## src/rtl/letc_core_stage_mem2_if.sv

```systemverilog
// Signal bundle between the LETC M2 stage and its neighbours (M1, DMSS, writeback, hazard unit).
// The stage itself uses the slave modport; the environment driving it uses master.
interface letc_core_stage_mem2_if;
  logic        m2_ready;
  logic        m2_flush;
  logic        m2_stall;
  logic        m1_to_m2_valid;
  logic [4:0]  in_rd_idx;
  logic        in_rd_we;
  logic [1:0]  in_rd_src;
  logic [31:0] in_alu_result;
  logic [31:0] in_csr_old_val;
  logic        in_is_load;
  logic [1:0]  in_mem_size;
  logic        in_mem_signed;
  logic        dmss_rvalid;
  logic [31:0] dmss_rdata;
  logic        m2_to_w_valid;
  logic [4:0]  out_rd_idx;
  logic        out_rd_we;
  logic [1:0]  out_rd_src;
  logic [31:0] out_alu_result;
  logic [31:0] out_mem_rdata;
  logic [31:0] out_csr_old_val;
  logic        fwd_valid;
  logic [4:0]  fwd_rd_idx;
  logic [31:0] fwd_rd_val;

  modport slave (
    input  m2_flush, m2_stall, m1_to_m2_valid, in_rd_idx, in_rd_we, in_rd_src,
           in_alu_result, in_csr_old_val, in_is_load, in_mem_size, in_mem_signed,
           dmss_rvalid, dmss_rdata,
    output m2_ready, m2_to_w_valid, out_rd_idx, out_rd_we, out_rd_src, out_alu_result,
           out_mem_rdata, out_csr_old_val, fwd_valid, fwd_rd_idx, fwd_rd_val
  );

  modport master (
    output m2_flush, m2_stall, m1_to_m2_valid, in_rd_idx, in_rd_we, in_rd_src,
           in_alu_result, in_csr_old_val, in_is_load, in_mem_size, in_mem_signed,
           dmss_rvalid, dmss_rdata,
    input  m2_ready, m2_to_w_valid, out_rd_idx, out_rd_we, out_rd_src, out_alu_result,
           out_mem_rdata, out_csr_old_val, fwd_valid, fwd_rd_idx, fwd_rd_val
  );
endinterface

```

## src/rtl/letc_core_stage_mem2.sv

```systemverilog
// LETC M2 stage: holds the M1 result, waits for the in-order DMSS load response,
// formats load data and presents it to writeback and the forwarding network.
module letc_core_stage_mem2 #(
  parameter int unsigned MAX_DISCARD = 3
) (
  input logic                  clk,
  input logic                  rst_n,
  letc_core_stage_mem2_if.slave bus
);
  localparam int unsigned CNT_W = $clog2(MAX_DISCARD + 1);

  typedef enum logic [1:0] {
    ST_IDLE = 2'd0,
    ST_WAIT = 2'd1,
    ST_HELD = 2'd2
  } state_e;

  state_e           state, state_nxt;
  logic [CNT_W-1:0] discard_cnt, discard_nxt;
  logic [31:0]      rdata_hold;

  logic        ff_in_valid;
  logic [4:0]  rd_idx_q;
  logic        rd_we_q;
  logic [1:0]  rd_src_q;
  logic [31:0] alu_result_q;
  logic [31:0] csr_old_val_q;
  logic        is_load_q;
  logic [1:0]  mem_size_q;
  logic        mem_signed_q;

  logic        capture, load_capture, discard_pending;
  logic        resp_take, resp_drop, kill_pending, data_avail;
  logic [31:0] raw, mem_rdata, fwd_val;
  logic [7:0]  byte_v;
  logic [15:0] half_v;

  assign capture         = !bus.m2_stall;
  assign load_capture    = capture && bus.m1_to_m2_valid && bus.in_is_load;
  assign discard_pending = (discard_cnt != '0);
  assign resp_take       = (state == ST_WAIT) && bus.dmss_rvalid && !discard_pending;
  assign resp_drop       = bus.dmss_rvalid && discard_pending;
  // A killed load still owes us a response; remember to swallow it.
  assign kill_pending    = bus.m2_flush && (state == ST_WAIT) && !resp_take;

  always_ff @(posedge clk) begin
    if (!rst_n)             ff_in_valid <= 1'b0;
    else if (capture)       ff_in_valid <= bus.m1_to_m2_valid;
    else if (bus.m2_flush)  ff_in_valid <= 1'b0;
  end

  // NOTE: payload is qualified by ff_in_valid, so it carries no reset.
  always_ff @(posedge clk) begin
    if (capture) begin
      rd_idx_q      <= bus.in_rd_idx;
      rd_we_q       <= bus.in_rd_we;
      rd_src_q      <= bus.in_rd_src;
      alu_result_q  <= bus.in_alu_result;
      csr_old_val_q <= bus.in_csr_old_val;
      is_load_q     <= bus.in_is_load;
      mem_size_q    <= bus.in_mem_size;
      mem_signed_q  <= bus.in_mem_signed;
    end
  end

  always_ff @(posedge clk) begin
    if (!rst_n) begin
      state       <= ST_IDLE;
      discard_cnt <= '0;
    end else begin
      state       <= state_nxt;
      discard_cnt <= discard_nxt;
    end
  end

  // NOTE: every output of a combinational block is defaulted first so no latch is inferred.
  always_comb begin
    state_nxt = state;
    if (capture)           state_nxt = load_capture ? ST_WAIT : ST_IDLE;
    else if (bus.m2_flush) state_nxt = ST_IDLE;
    else if (resp_take)    state_nxt = ST_HELD;
  end

  always_comb begin
    discard_nxt = discard_cnt;
    if (kill_pending && !resp_drop)      discard_nxt = discard_cnt + 1'b1;
    else if (resp_drop && !kill_pending) discard_nxt = discard_cnt - 1'b1;
  end

  always_ff @(posedge clk) begin
    if (resp_take) rdata_hold <= bus.dmss_rdata;
  end

  assign data_avail = !is_load_q || (state == ST_HELD) || resp_take;

  always_comb begin
    raw = resp_take ? bus.dmss_rdata : rdata_hold;
    case (alu_result_q[1:0])
      2'd0:    byte_v = raw[7:0];
      2'd1:    byte_v = raw[15:8];
      2'd2:    byte_v = raw[23:16];
      default: byte_v = raw[31:24];
    endcase
    half_v = alu_result_q[1] ? raw[31:16] : raw[15:0];
    case (mem_size_q)
      2'd0:    mem_rdata = {{24{mem_signed_q & byte_v[7]}}, byte_v};
      2'd1:    mem_rdata = {{16{mem_signed_q & half_v[15]}}, half_v};
      default: mem_rdata = raw;
    endcase
  end

  always_comb begin
    case (rd_src_q)
      2'd0:    fwd_val = alu_result_q;
      2'd1:    fwd_val = mem_rdata;
      2'd2:    fwd_val = csr_old_val_q;
      default: fwd_val = 32'hDEAD_BEEF;
    endcase
  end

  assign bus.m2_ready        = !ff_in_valid || bus.m2_flush || data_avail;
  assign bus.m2_to_w_valid   = ff_in_valid && data_avail && !bus.m2_flush && !bus.m2_stall;
  assign bus.out_rd_idx      = rd_idx_q;
  assign bus.out_rd_we       = rd_we_q;
  assign bus.out_rd_src      = rd_src_q;
  assign bus.out_alu_result  = alu_result_q;
  assign bus.out_mem_rdata   = mem_rdata;
  assign bus.out_csr_old_val = csr_old_val_q;
  assign bus.fwd_valid       = ff_in_valid && rd_we_q && data_avail && !bus.m2_flush;
  assign bus.fwd_rd_idx      = rd_idx_q;
  assign bus.fwd_rd_val      = fwd_val;

  always_ff @(posedge clk) begin
    if (rst_n) begin
      assert (!(kill_pending && !resp_drop && discard_cnt == CNT_W'(MAX_DISCARD)))
        else $fatal(1, "letc_core_stage_mem2: discard counter overflow");
      assert (!(state == ST_IDLE && bus.dmss_rvalid && !discard_pending))
        else $error("letc_core_stage_mem2: load response with no load pending");
    end
  end
endmodule

```

## src/flat_wrapper.sv

```systemverilog
// flat-port wrapper written by rule: the top's interface ports become plain ports
module letc_core_stage_mem2_flat 
#(
  parameter int unsigned MAX_DISCARD = 3
)
  (clk, rst_n, bus_m2_flush, bus_m2_stall, bus_m1_to_m2_valid, bus_in_rd_idx, bus_in_rd_we, bus_in_rd_src, bus_in_alu_result, bus_in_csr_old_val, bus_in_is_load, bus_in_mem_size, bus_in_mem_signed, bus_dmss_rvalid, bus_dmss_rdata, bus_m2_ready, bus_m2_to_w_valid, bus_out_rd_idx, bus_out_rd_we, bus_out_rd_src, bus_out_alu_result, bus_out_mem_rdata, bus_out_csr_old_val, bus_fwd_valid, bus_fwd_rd_idx, bus_fwd_rd_val);
  letc_core_stage_mem2_if bus_i ();
  input logic clk;
  input logic rst_n;
  input wire logic [$bits(bus_i.m2_flush)-1:0] bus_m2_flush;
  input wire logic [$bits(bus_i.m2_stall)-1:0] bus_m2_stall;
  input wire logic [$bits(bus_i.m1_to_m2_valid)-1:0] bus_m1_to_m2_valid;
  input wire logic [$bits(bus_i.in_rd_idx)-1:0] bus_in_rd_idx;
  input wire logic [$bits(bus_i.in_rd_we)-1:0] bus_in_rd_we;
  input wire logic [$bits(bus_i.in_rd_src)-1:0] bus_in_rd_src;
  input wire logic [$bits(bus_i.in_alu_result)-1:0] bus_in_alu_result;
  input wire logic [$bits(bus_i.in_csr_old_val)-1:0] bus_in_csr_old_val;
  input wire logic [$bits(bus_i.in_is_load)-1:0] bus_in_is_load;
  input wire logic [$bits(bus_i.in_mem_size)-1:0] bus_in_mem_size;
  input wire logic [$bits(bus_i.in_mem_signed)-1:0] bus_in_mem_signed;
  input wire logic [$bits(bus_i.dmss_rvalid)-1:0] bus_dmss_rvalid;
  input wire logic [$bits(bus_i.dmss_rdata)-1:0] bus_dmss_rdata;
  output wire logic [$bits(bus_i.m2_ready)-1:0] bus_m2_ready;
  output wire logic [$bits(bus_i.m2_to_w_valid)-1:0] bus_m2_to_w_valid;
  output wire logic [$bits(bus_i.out_rd_idx)-1:0] bus_out_rd_idx;
  output wire logic [$bits(bus_i.out_rd_we)-1:0] bus_out_rd_we;
  output wire logic [$bits(bus_i.out_rd_src)-1:0] bus_out_rd_src;
  output wire logic [$bits(bus_i.out_alu_result)-1:0] bus_out_alu_result;
  output wire logic [$bits(bus_i.out_mem_rdata)-1:0] bus_out_mem_rdata;
  output wire logic [$bits(bus_i.out_csr_old_val)-1:0] bus_out_csr_old_val;
  output wire logic [$bits(bus_i.fwd_valid)-1:0] bus_fwd_valid;
  output wire logic [$bits(bus_i.fwd_rd_idx)-1:0] bus_fwd_rd_idx;
  output wire logic [$bits(bus_i.fwd_rd_val)-1:0] bus_fwd_rd_val;
  assign bus_i.m2_flush = bus_m2_flush;
  assign bus_i.m2_stall = bus_m2_stall;
  assign bus_i.m1_to_m2_valid = bus_m1_to_m2_valid;
  assign bus_i.in_rd_idx = bus_in_rd_idx;
  assign bus_i.in_rd_we = bus_in_rd_we;
  assign bus_i.in_rd_src = bus_in_rd_src;
  assign bus_i.in_alu_result = bus_in_alu_result;
  assign bus_i.in_csr_old_val = bus_in_csr_old_val;
  assign bus_i.in_is_load = bus_in_is_load;
  assign bus_i.in_mem_size = bus_in_mem_size;
  assign bus_i.in_mem_signed = bus_in_mem_signed;
  assign bus_i.dmss_rvalid = bus_dmss_rvalid;
  assign bus_i.dmss_rdata = bus_dmss_rdata;
  assign bus_m2_ready = bus_i.m2_ready;
  assign bus_m2_to_w_valid = bus_i.m2_to_w_valid;
  assign bus_out_rd_idx = bus_i.out_rd_idx;
  assign bus_out_rd_we = bus_i.out_rd_we;
  assign bus_out_rd_src = bus_i.out_rd_src;
  assign bus_out_alu_result = bus_i.out_alu_result;
  assign bus_out_mem_rdata = bus_i.out_mem_rdata;
  assign bus_out_csr_old_val = bus_i.out_csr_old_val;
  assign bus_fwd_valid = bus_i.fwd_valid;
  assign bus_fwd_rd_idx = bus_i.fwd_rd_idx;
  assign bus_fwd_rd_val = bus_i.fwd_rd_val;
  letc_core_stage_mem2 #(.MAX_DISCARD(MAX_DISCARD)) u_core (.clk(clk), .rst_n(rst_n), .bus(bus_i));
endmodule
```

## config.mk

```make
export PLATFORM = sky130hd
export DESIGN_NAME = letc_core_stage_mem2_flat
export DESIGN_NICKNAME = d
export VERILOG_FILES = /design/src/rtl/letc_core_stage_mem2_if.sv /design/src/rtl/letc_core_stage_mem2.sv /design/src/flat_wrapper.sv
export SDC_FILE = /design/constraint.sdc
export NUM_CORES = 1
export LEC_CHECK = 0
export BUFFER_PORTS_ARGS = -buffer_cell sky130_fd_sc_hd__clkbuf_2
export CAP_MARGIN = 5
export CORE_UTILIZATION = 47
export CTS_CLUSTER_SIZE = 28
export DETAILED_ROUTE_END_ITERATION = 8
export GPL_TIMING_DRIVEN = 0
export PLACE_DENSITY = 0.93
export RECOVER_POWER = 50
export SKIP_LAST_GASP = 1
export SLEW_MARGIN = 20
export SYNTH_ARGS = -nofsm -noshare
export SYNTH_HDL_FRONTEND = slang
export SYNTH_SLANG_ARGS = --single-unit
```

## constraint.sdc

```tcl
create_clock -name clk -period 3.5 [get_ports clk]
set_input_delay 0.35 -clock clk [delete_from_list [all_inputs] [get_ports clk]]
set_output_delay 0.35 -clock clk [all_outputs]
set_load 0.005 [all_outputs]
```

# Word-level counts from Yosys, hierarchy flattened
# Index checks and enable logic that the tools add are counted.
# word_totals
register_bits,113
# classes
add_sub_neg,2
n_eq_ne,9
n_mux,13
bitwise_logic,2
n_reduce_logical,32
# ops
cell,n
$pmux W32 S3,1
$pmux W32 S2,1
$mux W32,1
$pmux W8 S3,1
$mux W16,1
$logic_and A1 B1 Y1,15
$mux W2,5
$eq A2 B1 Y1 const B,4
$logic_not A1 Y1,8
$eq A2 B2 Y1 const B,3
$logic_not A2 Y1,3
$logic_or A1 B1 Y1,4
$reduce_bool A2 Y1,2
$mux W1,3
$ne A3 B2 Y1 const B,1
$add A2 B1 Y2 const B,1
$and A1 B1 Y1,2
$ne A2 B2 Y1 const B,1
$sub A2 B1 Y2 const B,1

# Logic depth before layout (Yosys ltp)
# depth
ltp_word,9
depth_mapped,9
depth_no_buf,7

# Worst setup path before layout
# Ideal clock, no wire load.
# synth_timing
path_type,reg2out
startpoint,reg u_core.discard_cnt[0]
endpoint,out bus_fwd_rd_val[0]
arrival_time_ps,2372
required_time_ps,3150
slack_ps,778
path_stages_with_launch,9
n_path_buf,1
path_cell_list,dfxtp_1 or3b_4 nor2_8 buf_12 mux2i_1 inv_1 mux4_2 a211o_1 o22a_1
# synth_between
elab_chain_len,7
# synth_rtl
element,line,source
start: declaration,letc_core_stage_mem2.sv:19,"logic [CNT_W-1:0] discard_cnt, discard_nxt;"
start signal: assignment,letc_core_stage_mem2.sv:72,discard_cnt <= discard_nxt;
$reduce_bool A2 Y1 *,letc_core_stage_mem2.sv:40,assign discard_pending = (discard_cnt != '0);
$logic_not A1 Y1 *,letc_core_stage_mem2.sv:41,assign resp_take = (state == ST_WAIT) && bus.dmss_rvalid && !discard_pending;
$logic_and A1 B1 Y1 *,letc_core_stage_mem2.sv:41,
$mux W32 *,letc_core_stage_mem2.sv:97,raw = resp_take ? bus.dmss_rdata : rdata_hold;
net u_core.raw[0],letc_core_stage_mem2.sv:34,"logic [31:0] raw, mem_rdata, fwd_val;"
$pmux W8 S3 / $mux W16 (equally long branches),"letc_core_stage_mem2.sv:98, letc_core_stage_mem2.sv:104",
$pmux W32 S2 *,letc_core_stage_mem2.sv:105,case (mem_size_q)
net bus_out_mem_rdata[0],flat_wrapper.sv:29,output wire logic [$bits(bus_i.out_mem_rdata)-1:0] bus_out_mem_rdata;
$pmux W32 S3 *,letc_core_stage_mem2.sv:113,case (rd_src_q)
end: declaration,flat_wrapper.sv:33,output wire logic [$bits(bus_i.fwd_rd_val)-1:0] bus_fwd_rd_val;
# Mark *: on every way through the listed nets, which the timed path passes. The rest lies on a longest branch.

# Worst setup path in the final report
# layout_timing
startpoint,reg u_core.discard_cnt[1]
endpoint,out bus_fwd_rd_val[0]
# layout_between
elab_chain_len,7
# layout_rtl
element,line
$reduce_bool A2 Y1 *,letc_core_stage_mem2.sv:40
$logic_not A1 Y1 *,letc_core_stage_mem2.sv:41
$logic_and A1 B1 Y1 *,letc_core_stage_mem2.sv:41
$mux W32 *,letc_core_stage_mem2.sv:97
net u_core.raw[0],letc_core_stage_mem2.sv:34
$pmux W8 S3 / $mux W16 (equally long branches),"letc_core_stage_mem2.sv:98, letc_core_stage_mem2.sv:104"
$pmux W32 S2 *,letc_core_stage_mem2.sv:105
$pmux W32 S3 *,letc_core_stage_mem2.sv:113
# Marks and branches as above.

==> metrics.txt <==
status=finished, violations left; failing checks=capacitance limit, slew limit; Area growth syn-to-layout=41.62%; Max Cap Viol=1; IO Count=258; Yosys top cell by area=edfxtp_1; die footprint=0.01184 mm2; Util after Layout=0.6915; Vias=4937; clock transition at the registers of the reported paths=0.06 ns; asr flop ratio synth=0; Post-synth top flop=edfxtp_1; total gr overflow=0; Root Buffer=clkbuf_16; Slew headroom=-0.09595; final hold violations=0; Final Skew=0.006281 ns; reg2reg start=u_core.discard_cnt[1]; Post-Layout Inst Area=0.007595 mm2; Gate power share=0.311; Avg WL per Cell=19.76 um; pre-CTS setup slack=0.3290 ns; share of cells above drive strength 1=0.4718; Residual DRC=0; Power Density=717.4 mW/mm2; Synth area leaders=edfxtp_1, dfxtp_1, mux2i_1, mux2_2, o22a_1; CTS tree=done; Clock Tree Buf Depth=2; crit path kind=reg -> out; worst r2r path cells=6; hold_ws=between 0.1 and 0.15 ns; crit path to=bus_fwd_rd_val[0]; WP depth=9; YS warnings=0; synthesized area=0.005363 mm2; Post-Synth Simple-Gate Area=0.08143; drt pass-1 iters=5; sequential fraction of design power=0.339; switching pwr=1.723 mW; Synth Area per Inst=11.97 um2; cell family with most CP delay=multiplexers; top cell type's share of synthesized area=0.4256; period utilization=0.9925; most instantiated library cell after synthesis=edfxtp_1; Unique masters post-synth=58; NumNets Final=848; Final min period=3.474 ns; crit path DAT=3.12 ns; Tightest Pin Transition=1.635 ns; Clock Latency Late Sink=around 0.42 ns; row cnt=38; cells along the critical path=or3b_4, nor2_8, buf_12, mux2i_4, inv_1, mux4_2, a211o_4, o22a_1, clkbuf_2; Compound-Gate Fraction of Synth Area=0.1636; H-tree depth=4; placed cell area=0.006847 mm2; CTS Sinks=~110; worst path required time=3.15 ns; Seq cells post-synth=113; crit path max fanout=7; vias in the first global route=4885; DP HPWL=13030 um; global-route wire length before repair=approximately 25000 um; Initial Util=0.4883; # diodes=0; count of pins over their slew limit=38; Mapped Cells=448; final worst setup slack=between 0.02 and 0.03 ns; endpoint class of the critical path=primary output; multiplexer share of the synthesized area=0.1265; Internal Power=around 3.7 mW; routability cong.=roughly 0.88; # setup viols final=0; antenna violations before repair=0; most frequent cells after synthesis=edfxtp_1, nand2_1, dfxtp_1; chip width=108.8 um; Routed WL=approximately 18000 um; die height=108.8 um; crit-path max cell delay=roughly 0.5 ns; Post-synth EDFFs=between 70 and 80; Post-Syn Nets=563; Worst VDD drop=500.8 uV; WP buf/inv=3; Clk pwr share=0.351; Port Buffers=roughly 260; Tightest Hold Check Type=in -> reg; startpoint types=flop; Reg2Reg Capture Point=u_core.rdata_hold[11]; Synth Area in XOR/XNOR=0.003266; Total GRT Usage=0.2961; largest family of logic cells by synthesized area=compound AO/OA/AOI/OAI gates; sequential fraction of the synthesis area=0.5637; Starting DRT DRC Count=about 310; R2R setup slack=1.52 ns; Max stage delay cell, worst path=mux4_2; sw frac=0.3163; leak pwr=3.491 nW; fmax=287.9 MHz; largest net degree at the start of global routing=44; Num CTS Buffers=17; origin of the worst setup path=u_core.discard_cnt[1]; Post-DRT Antenna Nets=0; Synth Area in Adders=0.002333; via density per instance=between 5 and 6; Core Footprint=between 0.01 and 0.015 mm2
==> sequential cells by signal (all words and copies together), names as in the netlist <==
| register | count |
|---|---|
| u_core.bus.out_csr_old_val | 32 |
| u_core.ff_in_valid | 1 |
| u_core.discard_cnt | 2 |
| u_core.bus.fwd_rd_idx | 5 |
| u_core.rdata_hold | 32 |
| u_core.bus.out_alu_result | 32 |
| u_core.is_load_q | 1 |
| u_core.bus.out_rd_src | 2 |
| u_core.state | 2 |
| u_core.mem_signed_q | 1 |
| u_core.bus.out_rd_we | 1 |
| u_core.mem_size_q | 2 |
==> worst register-to-register path, delay by kind of cell, from the launching register on <==
family                 cells  cell delay (ns)
DFF                        1             0.35
buffers and inverters      3             0.44
muxes                      1             0.43
and+or+nand+nor            2             0.64
==> final cells by class <==
class | count | area [um2]
Inverter | 35 | 132.6
Buffer | 33 | 190.2
Multi-Input combinational cell | 267 | 2085
Timing Repair Buffer | 266 | 1343
Sequential cell | 113 | 3024
Fill cell | 799 | 3388
Clock buffer | 19 | 432.9
Tap cell | 140 | 175.2
Clock inverter | 13 | 212.7
==> cells in the final DEF, fill, tap and decap left out, types with 2 or more instances in the layout <==
cell / synthesis / final
a21oi_1: 25 / 25
a221o_1: 3 / 3
a221oi_1: 6 / 6
a22o_1: 4 / 4
a2bb2oi_1: 5 / 5
and3_1: 3 / 3
buf_1: 3 / 3
buf_12: 2 / 2
buf_4: 5 / 13
bufinv_16: 0 / 5
clkbuf_1: 19 / 27
clkbuf_16: 0 / 17
clkbuf_2: 1 / 253
clkinv_4: 0 / 3
clkinvlp_4: 0 / 3
dfxtp_1: 37 / 36
edfxtp_1: 76 / 76
inv_1: 34 / 33
mux2_2: 23 / 23
mux2i_1: 27 / 23
mux2i_2: 1 / 2
mux2i_4: 0 / 3
mux4_2: 6 / 6
nand2_1: 38 / 38
nand2b_1: 5 / 5
nand3_1: 10 / 10
nand4_1: 3 / 3
nor2_1: 17 / 16
nor2b_1: 6 / 6
o211ai_1: 2 / 2
o211ai_2: 4 / 4
o21ai_0: 19 / 19
o221ai_1: 10 / 10
o22a_1: 18 / 18
o22ai_1: 3 / 3
o2bb2ai_1: 3 / 3
==> kinds of logic after synthesis <==
group | count (synthesis)
xor+xnor | 2
buf+inv | 68
compound gates | 117
simple gates | 90
mux | 57
fa+ha+maj | 1
flops | 113
==> routing by layer <==
layer,share of wire,vias up,global-route usage
met4,0.033,0,0.1332
met5,0,-,0
met1,0.37,2324,0.3392
met3,0.088,57,0.09145
li1,-,2255,-
met2,0.51,301,0.5072
==> timing repair <==
action,CTS,global route
endpoints found under the setup margin,2,28
hold buffers,0,0
resized for setup,3,12
buffers inserted,0,8
pin swaps,0,4
==> how the worst min path moves through the flow <==
stage	slack (ns)	startpoint	cells after the start	end
floorplan	0.44	u_core.rdata_hold[4]	2	u_core.rdata_hold[4]
global placement	0.46	u_core.rdata_hold[4]	2	u_core.rdata_hold[4]
detailed placement	0.47	u_core.rdata_hold[4]	2	u_core.rdata_hold[4]
CTS	0.1	bus_in_rd_idx[1]	1	u_core.bus.fwd_rd_idx[1]
global route	0.09	bus_in_rd_idx[1]	1	u_core.bus.fwd_rd_idx[1]
finish	0.10	bus_in_rd_idx[1]	1	u_core.bus.fwd_rd_idx[1]
==> metrics by stage <==
stage / std cells / total power [mW] / TNS, ns
2_1_floorplan: 448 / 2.743 / 0
5_1_grt: 886 / 5.654 / -0.02492
6_report: 886 / 5.449 / 0
3_5_place_dp: 846 / 3.415 / 0
4_1_cts: 878 / 5.341 / -0.02868
3_3_place_gp: 845 / 3.359 / 0
==> power by group through the flow <==
stage,Sequential [mW],Clock [mW],Combinational (mW)
after floorplan,1.83,0,0.914
after global placement,1.83,0,1.53
after detailed placement,1.85,0,1.57
after CTS,1.83,1.91,1.60
after global routing,1.87,1.98,1.81
final,1.84,1.91,1.69
(Power assumes the default switching activity.)
